==> src/rtl/alu_result_buffer_pkg.sv <==
// Shared types for the ALU result buffer: command codes, buffer state and entry sizing.
package alu_result_buffer_pkg;

  typedef enum logic [2:0] {
    CMD_ADD  = 3'd0,
    CMD_SUB  = 3'd1,
    CMD_XOR  = 3'd2,
    CMD_SLT  = 3'd3,
    CMD_AND  = 3'd4,
    CMD_NAND = 3'd5,
    CMD_NOR  = 3'd6,
    CMD_OR   = 3'd7
  } alu_cmd_e;

  typedef enum logic [1:0] {
    ST_EMPTY = 2'd0,
    ST_ONE   = 2'd1,
    ST_FULL  = 2'd2
  } buf_state_e;

  localparam int FLAG_BITS = 3;
  localparam int CMD_BITS  = 3;

  // Packed entry is {result, carryout, zero, overflow, command}.
  function automatic int entry_width(input int width);
    return width + FLAG_BITS + CMD_BITS;
  endfunction

  function automatic logic is_arith(input logic [2:0] cmd);
    return (cmd == CMD_ADD) || (cmd == CMD_SUB);
  endfunction

endpackage

==> src/rtl/alu_result_buffer_if.sv <==
// ALU-side and consumer-side streams of the result buffer; master is the producer/consumer
// environment, slave is the buffer. A transfer happens on a side when valid & ready are both high.
interface alu_result_buffer_if #(
  parameter int WIDTH = 32
);
  logic             in_valid;
  logic             in_ready;
  logic [WIDTH-1:0] in_result;
  logic             in_carryout;
  logic             in_zero;
  logic             in_overflow;
  logic [2:0]       in_command;

  logic             out_valid;
  logic             out_ready;
  logic [WIDTH-1:0] out_result;
  logic             out_carryout;
  logic             out_zero;
  logic             out_overflow;
  logic [2:0]       out_command;

  modport master (
    output in_valid, in_result, in_carryout, in_zero, in_overflow, in_command, out_ready,
    input  in_ready, out_valid, out_result, out_carryout, out_zero, out_overflow, out_command
  );

  modport slave (
    input  in_valid, in_result, in_carryout, in_zero, in_overflow, in_command, out_ready,
    output in_ready, out_valid, out_result, out_carryout, out_zero, out_overflow, out_command
  );
endinterface

==> src/rtl/alu_skid_reg.sv <==
// Generic 2-entry skid register: main register drives the output, skid catches one extra
// entry so in_ready can be registered without losing data.
module alu_skid_reg
  import alu_result_buffer_pkg::*;
#(
  parameter int W = 38
) (
  input  logic         clk,
  input  logic         rst_n,
  input  logic         in_valid,
  output logic         in_ready,
  input  logic [W-1:0] in_data,
  output logic         out_valid,
  input  logic         out_ready,
  output logic [W-1:0] out_data,
  output buf_state_e   dbg_state
);

  buf_state_e   r_state;
  logic [W-1:0] r_main;
  logic [W-1:0] r_skid;
  logic         r_in_ready;
  logic         r_out_valid;
  logic         w_acc;
  logic         w_pop;

  assign w_acc = in_valid & r_in_ready;
  assign w_pop = r_out_valid & out_ready;

  always_ff @(posedge clk or negedge rst_n) begin
    if (!rst_n) begin
      r_state     <= ST_EMPTY;
      r_main      <= '0;
      r_skid      <= '0;
      r_in_ready  <= 1'b1;
      r_out_valid <= 1'b0;
    end else begin
      case (r_state)
        ST_EMPTY: begin
          if (w_acc) begin
            r_main      <= in_data;
            r_state     <= ST_ONE;
            r_out_valid <= 1'b1;
          end
        end
        ST_ONE: begin
          if (w_acc && !w_pop) begin
            r_skid     <= in_data;
            r_state    <= ST_FULL;
            r_in_ready <= 1'b0;
          end else if (w_acc && w_pop) begin
            r_main <= in_data;
          end else if (w_pop) begin
            r_state     <= ST_EMPTY;
            r_out_valid <= 1'b0;
          end
        end
        ST_FULL: begin
          // in_ready is low here, so only a pop can move the state.
          if (w_pop) begin
            r_main     <= r_skid;
            r_state    <= ST_ONE;
            r_in_ready <= 1'b1;
          end
        end
        default: begin
          r_state     <= ST_EMPTY;
          r_in_ready  <= 1'b1;
          r_out_valid <= 1'b0;
        end
      endcase
    end
  end

  assign in_ready  = r_in_ready;
  assign out_valid = r_out_valid;
  assign out_data  = r_main;
  assign dbg_state = r_state;

endmodule

==> src/rtl/alu_result_buffer.sv <==
// Buffers ALU outputs in a 2-entry skid register and counts accepted ADD/SUB overflows.
// Optional sticky overflow/carry flags are built when ALU_RESULT_STICKY_EN is defined.
module alu_result_buffer
  import alu_result_buffer_pkg::*;
#(
  parameter int WIDTH     = 32,
  parameter int CNT_WIDTH = 16
) (
  input  logic                 clk,
  input  logic                 rst_n,
  alu_result_buffer_if.slave   bus,
  input  logic                 clear_stat,
  output logic [CNT_WIDTH-1:0] ovf_count,
  output logic                 sticky_ovf,
  output logic                 sticky_carry,
  output buf_state_e           dbg_state
);

  localparam int ENTRY_W = entry_width(WIDTH);

  logic [ENTRY_W-1:0]   w_in_entry;
  logic [ENTRY_W-1:0]   w_out_entry;
  logic                 w_acc;
  logic                 w_ovf_evt;
  logic [CNT_WIDTH-1:0] r_ovf_count;

  assign w_in_entry = {bus.in_result, bus.in_carryout, bus.in_zero, bus.in_overflow, bus.in_command};

  alu_skid_reg #(.W(ENTRY_W)) u_skid (
    .clk       (clk),
    .rst_n     (rst_n),
    .in_valid  (bus.in_valid),
    .in_ready  (bus.in_ready),
    .in_data   (w_in_entry),
    .out_valid (bus.out_valid),
    .out_ready (bus.out_ready),
    .out_data  (w_out_entry),
    .dbg_state (dbg_state)
  );

  assign {bus.out_result, bus.out_carryout, bus.out_zero, bus.out_overflow, bus.out_command} = w_out_entry;

  assign w_acc     = bus.in_valid & bus.in_ready;
  assign w_ovf_evt = w_acc & bus.in_overflow & is_arith(bus.in_command);

  // Clear has priority over a same-cycle event; the count sticks at all-ones.
  always_ff @(posedge clk or negedge rst_n) begin
    if (!rst_n) begin
      r_ovf_count <= '0;
    end else if (clear_stat) begin
      r_ovf_count <= '0;
    end else if (w_ovf_evt && (r_ovf_count != {CNT_WIDTH{1'b1}})) begin
      r_ovf_count <= r_ovf_count + 1'b1;
    end
  end

  assign ovf_count = r_ovf_count;

`ifdef ALU_RESULT_STICKY_EN
  logic w_carry_evt;
  logic r_sticky_ovf;
  logic r_sticky_carry;

  assign w_carry_evt = w_acc & bus.in_carryout & is_arith(bus.in_command);

  always_ff @(posedge clk or negedge rst_n) begin
    if (!rst_n) begin
      r_sticky_ovf   <= 1'b0;
      r_sticky_carry <= 1'b0;
    end else if (clear_stat) begin
      r_sticky_ovf   <= 1'b0;
      r_sticky_carry <= 1'b0;
    end else begin
      if (w_ovf_evt)   r_sticky_ovf   <= 1'b1;
      if (w_carry_evt) r_sticky_carry <= 1'b1;
    end
  end

  assign sticky_ovf   = r_sticky_ovf;
  assign sticky_carry = r_sticky_carry;
`else
  assign sticky_ovf   = 1'b0;
  assign sticky_carry = 1'b0;
`endif

endmodule

==> src/flat_wrapper.sv <==
// flat-port wrapper written by rule: the top's interface ports become plain ports
module alu_result_buffer_flat import alu_result_buffer_pkg::*;
#(
  parameter int WIDTH     = 32,
  parameter int CNT_WIDTH = 16
)
  (clk, rst_n, clear_stat, ovf_count, sticky_ovf, sticky_carry, dbg_state, bus_in_valid, bus_in_result, bus_in_carryout, bus_in_zero, bus_in_overflow, bus_in_command, bus_out_ready, bus_in_ready, bus_out_valid, bus_out_result, bus_out_carryout, bus_out_zero, bus_out_overflow, bus_out_command);
  alu_result_buffer_if #(.WIDTH(WIDTH)) bus_i ();
  input  logic clk;
  input  logic rst_n;
  input  logic clear_stat;
  output logic [CNT_WIDTH-1:0] ovf_count;
  output logic sticky_ovf;
  output logic sticky_carry;
  output buf_state_e dbg_state;
  input wire logic [$bits(bus_i.in_valid)-1:0] bus_in_valid;
  input wire logic [$bits(bus_i.in_result)-1:0] bus_in_result;
  input wire logic [$bits(bus_i.in_carryout)-1:0] bus_in_carryout;
  input wire logic [$bits(bus_i.in_zero)-1:0] bus_in_zero;
  input wire logic [$bits(bus_i.in_overflow)-1:0] bus_in_overflow;
  input wire logic [$bits(bus_i.in_command)-1:0] bus_in_command;
  input wire logic [$bits(bus_i.out_ready)-1:0] bus_out_ready;
  output wire logic [$bits(bus_i.in_ready)-1:0] bus_in_ready;
  output wire logic [$bits(bus_i.out_valid)-1:0] bus_out_valid;
  output wire logic [$bits(bus_i.out_result)-1:0] bus_out_result;
  output wire logic [$bits(bus_i.out_carryout)-1:0] bus_out_carryout;
  output wire logic [$bits(bus_i.out_zero)-1:0] bus_out_zero;
  output wire logic [$bits(bus_i.out_overflow)-1:0] bus_out_overflow;
  output wire logic [$bits(bus_i.out_command)-1:0] bus_out_command;
  assign bus_i.in_valid = bus_in_valid;
  assign bus_i.in_result = bus_in_result;
  assign bus_i.in_carryout = bus_in_carryout;
  assign bus_i.in_zero = bus_in_zero;
  assign bus_i.in_overflow = bus_in_overflow;
  assign bus_i.in_command = bus_in_command;
  assign bus_i.out_ready = bus_out_ready;
  assign bus_in_ready = bus_i.in_ready;
  assign bus_out_valid = bus_i.out_valid;
  assign bus_out_result = bus_i.out_result;
  assign bus_out_carryout = bus_i.out_carryout;
  assign bus_out_zero = bus_i.out_zero;
  assign bus_out_overflow = bus_i.out_overflow;
  assign bus_out_command = bus_i.out_command;
  alu_result_buffer #(.WIDTH(WIDTH), .CNT_WIDTH(CNT_WIDTH)) u_core (.clk(clk), .rst_n(rst_n), .bus(bus_i), .clear_stat(clear_stat), .ovf_count(ovf_count), .sticky_ovf(sticky_ovf), .sticky_carry(sticky_carry), .dbg_state(dbg_state));
endmodule
==> config.mk <==
export PLATFORM = sky130hd
export DESIGN_NAME = alu_result_buffer_flat
export DESIGN_NICKNAME = d
export VERILOG_FILES = /design/src/rtl/alu_result_buffer_pkg.sv /design/src/rtl/alu_result_buffer_if.sv /design/src/rtl/alu_skid_reg.sv /design/src/rtl/alu_result_buffer.sv /design/src/flat_wrapper.sv
export SDC_FILE = /design/constraint.sdc
export NUM_CORES = 1
export LEC_CHECK = 0
export CAP_MARGIN = 20
export CORE_ASPECT_RATIO = 1.4
export CORE_MARGIN = 1.5
export CORE_UTILIZATION = 54
export DETAILED_ROUTE_END_ITERATION = 12
export PLACE_DENSITY = 0.95
export SYNTH_ARGS = -nofsm -noshare
export SYNTH_HDL_FRONTEND = slang
export SYNTH_HIERARCHICAL = 1
export SYNTH_SLANG_ARGS = --single-unit
==> constraint.sdc <==
create_clock -name clk -period 3.5 [get_ports clk]
set_input_delay 0.7 -clock clk [delete_from_list [all_inputs] [get_ports clk]]
set_output_delay 0.7 -clock clk [all_outputs]
set_load 0.01 [all_outputs]
; Yosys cells after proc, flatten, opt, wreduce, memory -nomap -nowiden
; Cells that the tools add are included.
[totals]
regBits = 96
in_bits = 43
output_inout_bits = 60
elab_cells = 61
[op_classes]
add_sub_neg = 1
eq_ne = 13
n_mux = 21
bitwise_logic = 6
n_reduce_logical = 14
[op_table]
columns = operator, n
row1 = $mux 38, 4
row2 = $pmux 38 s3, 1
row3 = $mux 16, 2
row4 = $add 16x1->16 const B, 1
row5 = $ne 16x16->1 const B, 1
row6 = $ne 2x2->1 const B, 7
row7 = $mux 2, 5
row8 = $reduce_and 5->1, 2
row9 = $mux 1, 6
row10 = $ne 3x3->1 const B, 2
row11 = $pmux 1 s3, 2
row12 = $pmux 2 s3, 1
row13 = $and 1x1->1, 4
row14 = $reduce_and 4->1, 1
row15 = $eq 3x1->1 const B, 1
row16 = $logic_and 1x1->1, 3
row17 = $logic_not 3->1, 1
row18 = $reduce_and 3->1, 1
row19 = $reduce_bool 3->1, 1
row20 = $eq 2x1->1 const B, 1
row21 = $eq 2x2->1 const B, 1
row22 = $logic_not 2->1, 1
row23 = $not 1->1, 2
row24 = $reduce_and 2->1, 1
row25 = other kinds (3), 3

; Logic depth before layout (Yosys ltp)
; Gate-level depths: netlist of the first run.
[depth]
word_depth = 6
depth_mapped = 6
depth_no_buf = 5

; Cells and area by module
; The synthesis of the first run kept the hierarchy.
[modules_own_cells]
columns = module, n_inst, cells_each, area_each_um2, seq_area_each_um2
row1 = alu_skid_reg, 1, 225, 3606.0, 2003.2
row2 = alu_result_buffer, 1, 103, 985.9, 400.4

; Worst setup path before layout of the first run
; OpenSTA, ideal clock, no wires.
[synth_path]
kind = input-to-reg
start = input port bus_in_command[1]
end = register u_core.r_ovf_count[14], in the netlist u_core/ovf_count[14]
setup_ps = 125
arrival_ps = 1860
t_required_ps = 3375
setup_slack_ps = 1515
cell_stages = 4
path_buffers = 0
path_cell_list = and4bb_2 -> nand4_1 -> nor4_1 -> mux2_2
[synth_between]
elab_chain_len = 5
word_cells_on_any_way = 6
cone_classes = 1 x eq/ne / 1 x bitwise / 4 x reduce/logical
[synth_rtl]
columns = item, line
row1 = "start, declared", flat_wrapper.sv:21  ; input wire logic [$bits(bus_i.in_command)-1:0] bus_in_command;
row2 = $eq 3x1->1 or $logic_not 3->1 (tied branches), alu_result_buffer_pkg.sv:30  ; return (cmd == CMD_ADD) || (cmd == CMD_SUB);
row3 = $logic_or 1x1->1 *, alu_result_buffer_pkg.sv:30
row4 = $and 1x1->1 *, alu_result_buffer.sv:44  ; assign w_ovf_evt = w_acc & bus.in_overflow & is_arith(bus.in_command);
row5 = $logic_and 1x1->1 *, alu_result_buffer.sv:52  ; end else if (w_ovf_evt && (r_ovf_count != {CNT_WIDTH{1'b1}})) begin
row6 = $reduce_bool 2->1 (no source line) *, -
row7 = "end signal, assigned", alu_result_buffer.sv:53  ; r_ovf_count <= r_ovf_count + 1'b1;
row8 = "end, declared", alu_result_buffer.sv:25  ; logic [CNT_WIDTH-1:0] r_ovf_count;
; Every way passes the cells marked *; elsewhere a longest branch is shown, timed or not.
; A chain may end at the register's enable or synchronous reset.

; Final worst setup path of the first run
[layout_path]
start = input port bus_out_ready
end = register u_core.u_skid.r_skid[6]
[layout_between]
elab_chain_len = 4
[layout_rtl]
columns = item, line
row1 = "start, declared", flat_wrapper.sv:22  ; input wire logic [$bits(bus_i.out_ready)-1:0] bus_out_ready;
row2 = $and 1x1->1, alu_skid_reg.sv:28  ; assign w_pop = r_out_valid & out_ready;
row3 = $logic_not 1->1, alu_skid_reg.sv:47  ; if (w_acc && !w_pop) begin
row4 = $logic_and 1x1->1, alu_skid_reg.sv:47
row5 = $reduce_and 2->1 (no source line), -
row6 = "end signal, assigned", alu_skid_reg.sv:48  ; r_skid <= in_data;
row7 = "end, declared", alu_skid_reg.sv:21  ; logic [W-1:0] r_skid;
; No other way between the ends.

==> reports/metrics.csv, run 1 <==
metric,value,unit
status,finished clean,
total wire length,9874,um
Post-Synth Adder-Cell Area,0.002725,
most common library cell in the layout ignoring fill and taps,clkdlybuf4s50_1,
"Reg clk slew, reported paths",0.06,ns
Psw,905.2,uW
clock power share,0.323,
top post-synthesis cells by area,"dfrtp_1 (52%), mux2_2 (21%), mux2_4 (6.9%)",
predominant post-synthesis flop cell,dfrtp_1,
Mapped Cells,328,
Slew headroom,0.3447,
CP Data Arrival Time,2.64,ns
unrepaired setup endpoints after global routing,no,
"Seq/Total Area, Yosys",0.5234,
effective utilization at floorplan,0.5601,
CTS tree,built,
setup TNS,0,ns
HPWL after DPL,6725,um
antenna-violating nets left,0,
combinational share of power,0.257,
post-layout min period,2.415,ns
Final Max Tran Viols,0,
Peak VDD IR,378.5,uV
total die area,9074,um^2
# diodes,0,
vias per std cell,5.792,
share of layout cells above drive strength 1,0.3248,
Simple-Gate Fraction of Synth Area,0.07875,
clk sinks,96,
Post-synth EDFFs,0,
site row count,39,
DRC Markers,0,
mux share of post-synthesis cell area,0.3038,
port bufs,100,
I/O pin total,103,
dominant cell type by area after synthesis,dfrtp_1,
max_cap viols,0,
clock tree buffer depth,2,
crit-path max FO,39,
Total GRT Usage,0.2276,
Syn Std Cell Area,4592,um^2
Layout area overhead,30.79,%
Slew @ Worst Pin,0.9795,ns
Post-CTS Setup Inserts,0,
CP Capture Type,flop,
xor-xnor portion of the synthesized cell area,0,
RD Place Congestion,0.8454,
1st-pass router iterations,4,
hold buffers post-CTS,0,
post-synthesis async set-or-reset flop share,1.000,
worst hold path type,input pin to async pin,
"commonest non-fill, non-tap cells in the layout","clkdlybuf4s50_1 (99), dfrtp_1 (95), mux2_2 (85)",
CORE AREA,8198,um^2
Root Driver,clkbuf_16,
compound-cell area share of the yosys netlist,0.05504,
routed length per instance,18.53,um
sequential group share of total power,0.420,
Die Y,112.1,um
final hold violation count,0,
largest family of logic cells by synthesized area,multiplexers,
P per Cell Area,642.0,nW/um^2
worst path required time,3.72,ns
worst-skew pair later-pin latency,0.34,ns
Crit Path Category,input pin to flop,
DIE WIDTH,80.94,um
CTS Buf Count,9,
share of the synthesized area in the top cell type,0.5177,
Internal Pwr Total,2950,uW
total global routing overflow,0,
Yosys warning total,6,
Initial DRC Count,116,
sw frac,0.2348,
Worst Clk Skew,0.004108,ns
Fmax achieved,414.1,MHz
antenna violations before repair,0,
Yosys cell types,46,
Critical Path Start Type,input pin,
period utilization,0.6899,
post-CTS sizing,0,
Vias,3087,
final setup violation count,0,
synthesis-stage register bit count,96,
largest net degree at the start of global routing,70,
Worst Hold Slack,0.4589,ns
first-pass GRT wire length,15900,um
syn_area_per_cell,14.00,um^2
number of global-route vias before repair,3356,
Final #Nets,470,
P_leak,0.002612,uW
H-tree lvl count,3,
[state kept, by name, indices dropped and copies added, names as in the netlist]
register	count
u_core/ovf_count	16
u_core/u_skid/dbg_state	2
u_core/u_skid/in_ready	1
u_core/u_skid/out_data	38
u_core/u_skid/out_valid	1
u_core/u_skid/r_skid	38
[final cells by class]
cell class	count	area (um^2)
multi-input cells	212	2051
clock buffers	10	229.0
inverters	3	11.26
fillers	532	2192
flip-flops and latches	96	2404
well taps	102	127.6
repair buffers	104	1028
clock inverters	6	155.1
[path summary, 6_finish.rpt]
path                                       startpoint  slack (ns)                         end  depth (start not counted)
min in group clk             u_core/u_skid/r_skid[32]        0.50    u_core/u_skid/r_skid[32]                          1
setup / recovery                        bus_out_ready        1.09     u_core/u_skid/r_skid[6]                          4
hold / removal                                  rst_n        0.46        u_core/ovf_count[13]                          1
max in group asynchronous                       rst_n        2.27  u_core/u_skid/out_data[11]                          2
setup reg to reg           u_core/u_skid/dbg_state[1]        1.16  u_core/u_skid/out_data[21]                          4
hold reg to reg              u_core/u_skid/r_skid[32]        0.50    u_core/u_skid/r_skid[32]                          1
[cells in the mapped netlist (all sizes together), types with 2 or more instances]
| master | number |
|---|---|
| mux2 | 116 |
| dfrtp | 95 |
| buf | 17 |
| a21oi | 14 |
| o31ai | 9 |
| or4 | 9 |
| nand2 | 8 |
| nand4 | 8 |
| o21ai | 6 |
| nor2 | 5 |
| nand3 | 4 |
| inv | 3 |
| nor2b | 3 |
| a21boi | 2 |
| and3 | 2 |
| nor3 | 2 |
| nor4 | 2 |
| or2 | 2 |
| or3 | 2 |
[metrics by stage]
stage                     power (uW)  area [um^2]  std cells    util  worst slack (ns)
after CTS                       3891         6006        533  0.7326             1.109
after detailed placement        2634         5622        517  0.6857            0.7573
after global placement          2570         5622        517  0.6857            0.8046
final                           3856         6006        533  0.7326             1.085
after global routing            4016         6006        533  0.7326            0.9939
after floorplan                 2040         4596        329       -             1.515
[worst max-delay path, stage by stage]
cell and delay (ns):
clkdlybuf4s50_1 0.47, a21boi_2 0.30, nand2_2 0.60, mux2_2 0.52
[power groups by stage]
stage          Clock, uW  Sequential (uW)  Combinational (uW)
6_report            1250             1620                 990
5_1_grt             1300             1660                1060
4_1_cts             1260             1620                1000
3_5_place_dp           0             1640                 997
3_3_place_gp           0             1610                 963
2_1_floorplan          0             1680                 357
[logic make-up (layout without fill, tap and decap cells)]
kind of cell,count (synthesis),after routing
mux,117,117
flops,96,96
simple gates,54,54
compound gates,38,38
buf+inv,21,123
fa+ha+maj,1,1
other cells,1,2
[per-layer routing]
| layer | vias up | track usage | routed length [um] |
|---|---|---|---|
| met5 | - | 0 | 0 |
| met4 | 0 | 0.08621 | 171 |
| met3 | 15 | 0.04797 | 524 |
| met2 | 112 | 0.4022 | 5316 |
| met1 | 1547 | 0.2648 | 3862 |
| li1 | 1413 | - | - |
Note: power is estimated with default switching activity, not from simulation.
==> run 2: changes to the inputs <==
--- a/config.mk
+++ b/config.mk
@@ -8,9 +8,9 @@
 export CAP_MARGIN = 20
 export CORE_ASPECT_RATIO = 1.4
 export CORE_MARGIN = 1.5
-export CORE_UTILIZATION = 54
+export CORE_UTILIZATION = 46
 export DETAILED_ROUTE_END_ITERATION = 12
-export PLACE_DENSITY = 0.95
+export PLACE_DENSITY = 0.89
 export SYNTH_ARGS = -nofsm -noshare
 export SYNTH_HDL_FRONTEND = slang
 export SYNTH_HIERARCHICAL = 1
==> constraint.sdc (replaced) <==
create_clock -name clk -period 2.1 [get_ports clk]
set_input_delay 0.42 -clock clk [delete_from_list [all_inputs] [get_ports clk]]
set_output_delay 0.42 -clock clk [all_outputs]
set_load 0.01 [all_outputs]
==> reports/metrics.csv, run 2 (same netlist as run 1, synthesis figures left out) <==
metric,value,unit,change
total wire length,9899,um,+0.25%
Design Power,5924,uW,+54%
Fmax achieved,509.5,MHz,
largest net degree at the start of global routing,45,,-36%
CORE AREA,9792,um^2,+19%
CTS Buf Count,9,,unchanged
worst-skew pair later-pin latency,0.33,ns,about the same
antenna-violating nets left,0,,unchanged
Root Driver,clkbuf_16,,
post-CTS sizing,0,,unchanged
effective utilization at floorplan,0.4689,,-0.09118
unrepaired setup endpoints after global routing,no,,
DRC Markers,0,,unchanged
first-pass GRT wire length,16550,um,+4.1%
# diodes,0,,unchanged
slowest cell delay on critical path,0.64,ns,+0.04 ns
Critical Path Start Type,flop,,
Peak VDD IR,600.5,uV,+59%
P_leak,0.002679,uW,+2.6%
HPWL after DPL,7057,um,+4.9%
final hold violation count,0,,unchanged
port bufs,100,,unchanged
most common library cell in the layout ignoring fill and taps,clkdlybuf4s50_1,,
Vias,3199,,+3.6%
max_cap viols,0,,unchanged
CP Capture Type,primary output,,
worst path required time,1.68,ns,-2.04 ns
share of layout cells above drive strength 1,0.3503,,+0.02551
H-tree lvl count,3,,unchanged
final setup violation count,0,,unchanged
Total GRT Usage,0.2024,,-0.02524
total die area,10600,um^2,+17%
"commonest non-fill, non-tap cells in the layout","clkdlybuf4s50_1 (99), dfrtp_1 (95), mux2_2 (85)",,
period utilization,0.9347,,
Die Y,121.2,um,+8.1%
Post-CTS Setup Inserts,0,,unchanged
total global routing overflow,0,,unchanged
final core occ,0.6293,,-0.1033
CTS tree,built,,
worst hold path type,flop to flop,,
vias per std cell,5.459,,-5.7%
Final Max Tran Viols,0,,unchanged
Worst path slowest cell,dfstp_2,,
clk sinks,96,,unchanged
"Cell Chain, Critical Path",clkdlybuf4s50_1,,
I/O pin total,103,,unchanged
"Reg clk slew, reported paths",0.06,ns,about the same
Layout area overhead,34.20,%,
RD Place Congestion,0.8229,,-2.7%
1st-pass router iterations,4,,unchanged
post-layout min period,1.963,ns,
Fillers,787,,+48%
DIE WIDTH,87.44,um,+8.0%
Worst Clk Skew,0.008114,ns,+0.004006 ns
antenna violations before repair,0,,unchanged
Crit Path Category,flop to primary output,,
clock tree buffer depth,2,,unchanged
routed length per instance,16.89,um,-8.8%
CP Data Arrival Time,1.54,ns,-1.10 ns
Crit path max-delay family,flip-flops,,
crit-path max FO,9,,-77%
status,finished clean,,
worst path buffer plus inverter count,1,,unchanged
Final #Nets,491,,+4.5%
site row count,43,,+10%
Initial DRC Count,206,,+78%
number of global-route vias before repair,3334,,-0.66%
P per Cell Area,961.3,nW/um^2,+50%
Worst Hold Slack,0.5001,ns,+0.04115 ns
run 2: routing by layer:
layer / GRT usage / routed length [um]
met1: 0.2427 / 3909
met2: 0.3591 / 5385
met3: 0.04082 / 472
met4: 0.06250 / 132
met5: 0 / 0
run 2: through the flow:
step                      worst slack, ns  TNS [ns]  std cells  cell area [um^2]
final                              0.1371         0        586              6162
after global routing              0.02365         0        586              6162
after CTS                          0.1249         0        586              6162
after detailed placement          -0.1683    -2.145        570              5863
after global placement           -0.07659   -0.6004        570              5863
after floorplan                    0.3425         0        329              4596
run 2: final cells by class:
cell class	instances	area (um^2)	share of cell area
clock buffers	12	246.5	0.04000
inverters	3	11.26	0.001827
flip-flops and latches	96	2404	0.3901
well taps	135	168.9	0.02741
clock inverters	3	42.54	0.006904
multi-input cells	212	2051	0.3328
repair buffers	125	1239	0.2010
run 2: power by group:
group,internal [uW],switching (uW),leakage (uW)
Combinational,1140,523,0.00127
Clock,947,638,0.000139
Sequential,2390,290,0.00127
Total,4470,1450,0.00268
run 2: path summary, 6_finish.rpt:
path	endpoint	slack, ns	cells after the start	from
setup reg to reg	u_core/ovf_count[4]	0.14	6	u_core/ovf_count[0]
min in group asynchronous	u_core/ovf_count[7]	0.53	2	rst_n
setup / recovery	bus_in_ready	0.14	1	u_core/u_skid/in_ready
max in group asynchronous	u_core/u_skid/r_skid[29]	0.88	3	rst_n
hold / removal	u_core/u_skid/r_skid[13]	0.50	1	u_core/u_skid/r_skid[13]
hold reg to reg	u_core/u_skid/r_skid[13]	0.50	1	u_core/u_skid/r_skid[13]
run 2: repair_timing:
action | in CTS | in global routing
hold buffers | 1 | 0
hold endpoints to repair | 21 | 0
endpoints found under the setup margin | 0 | 1
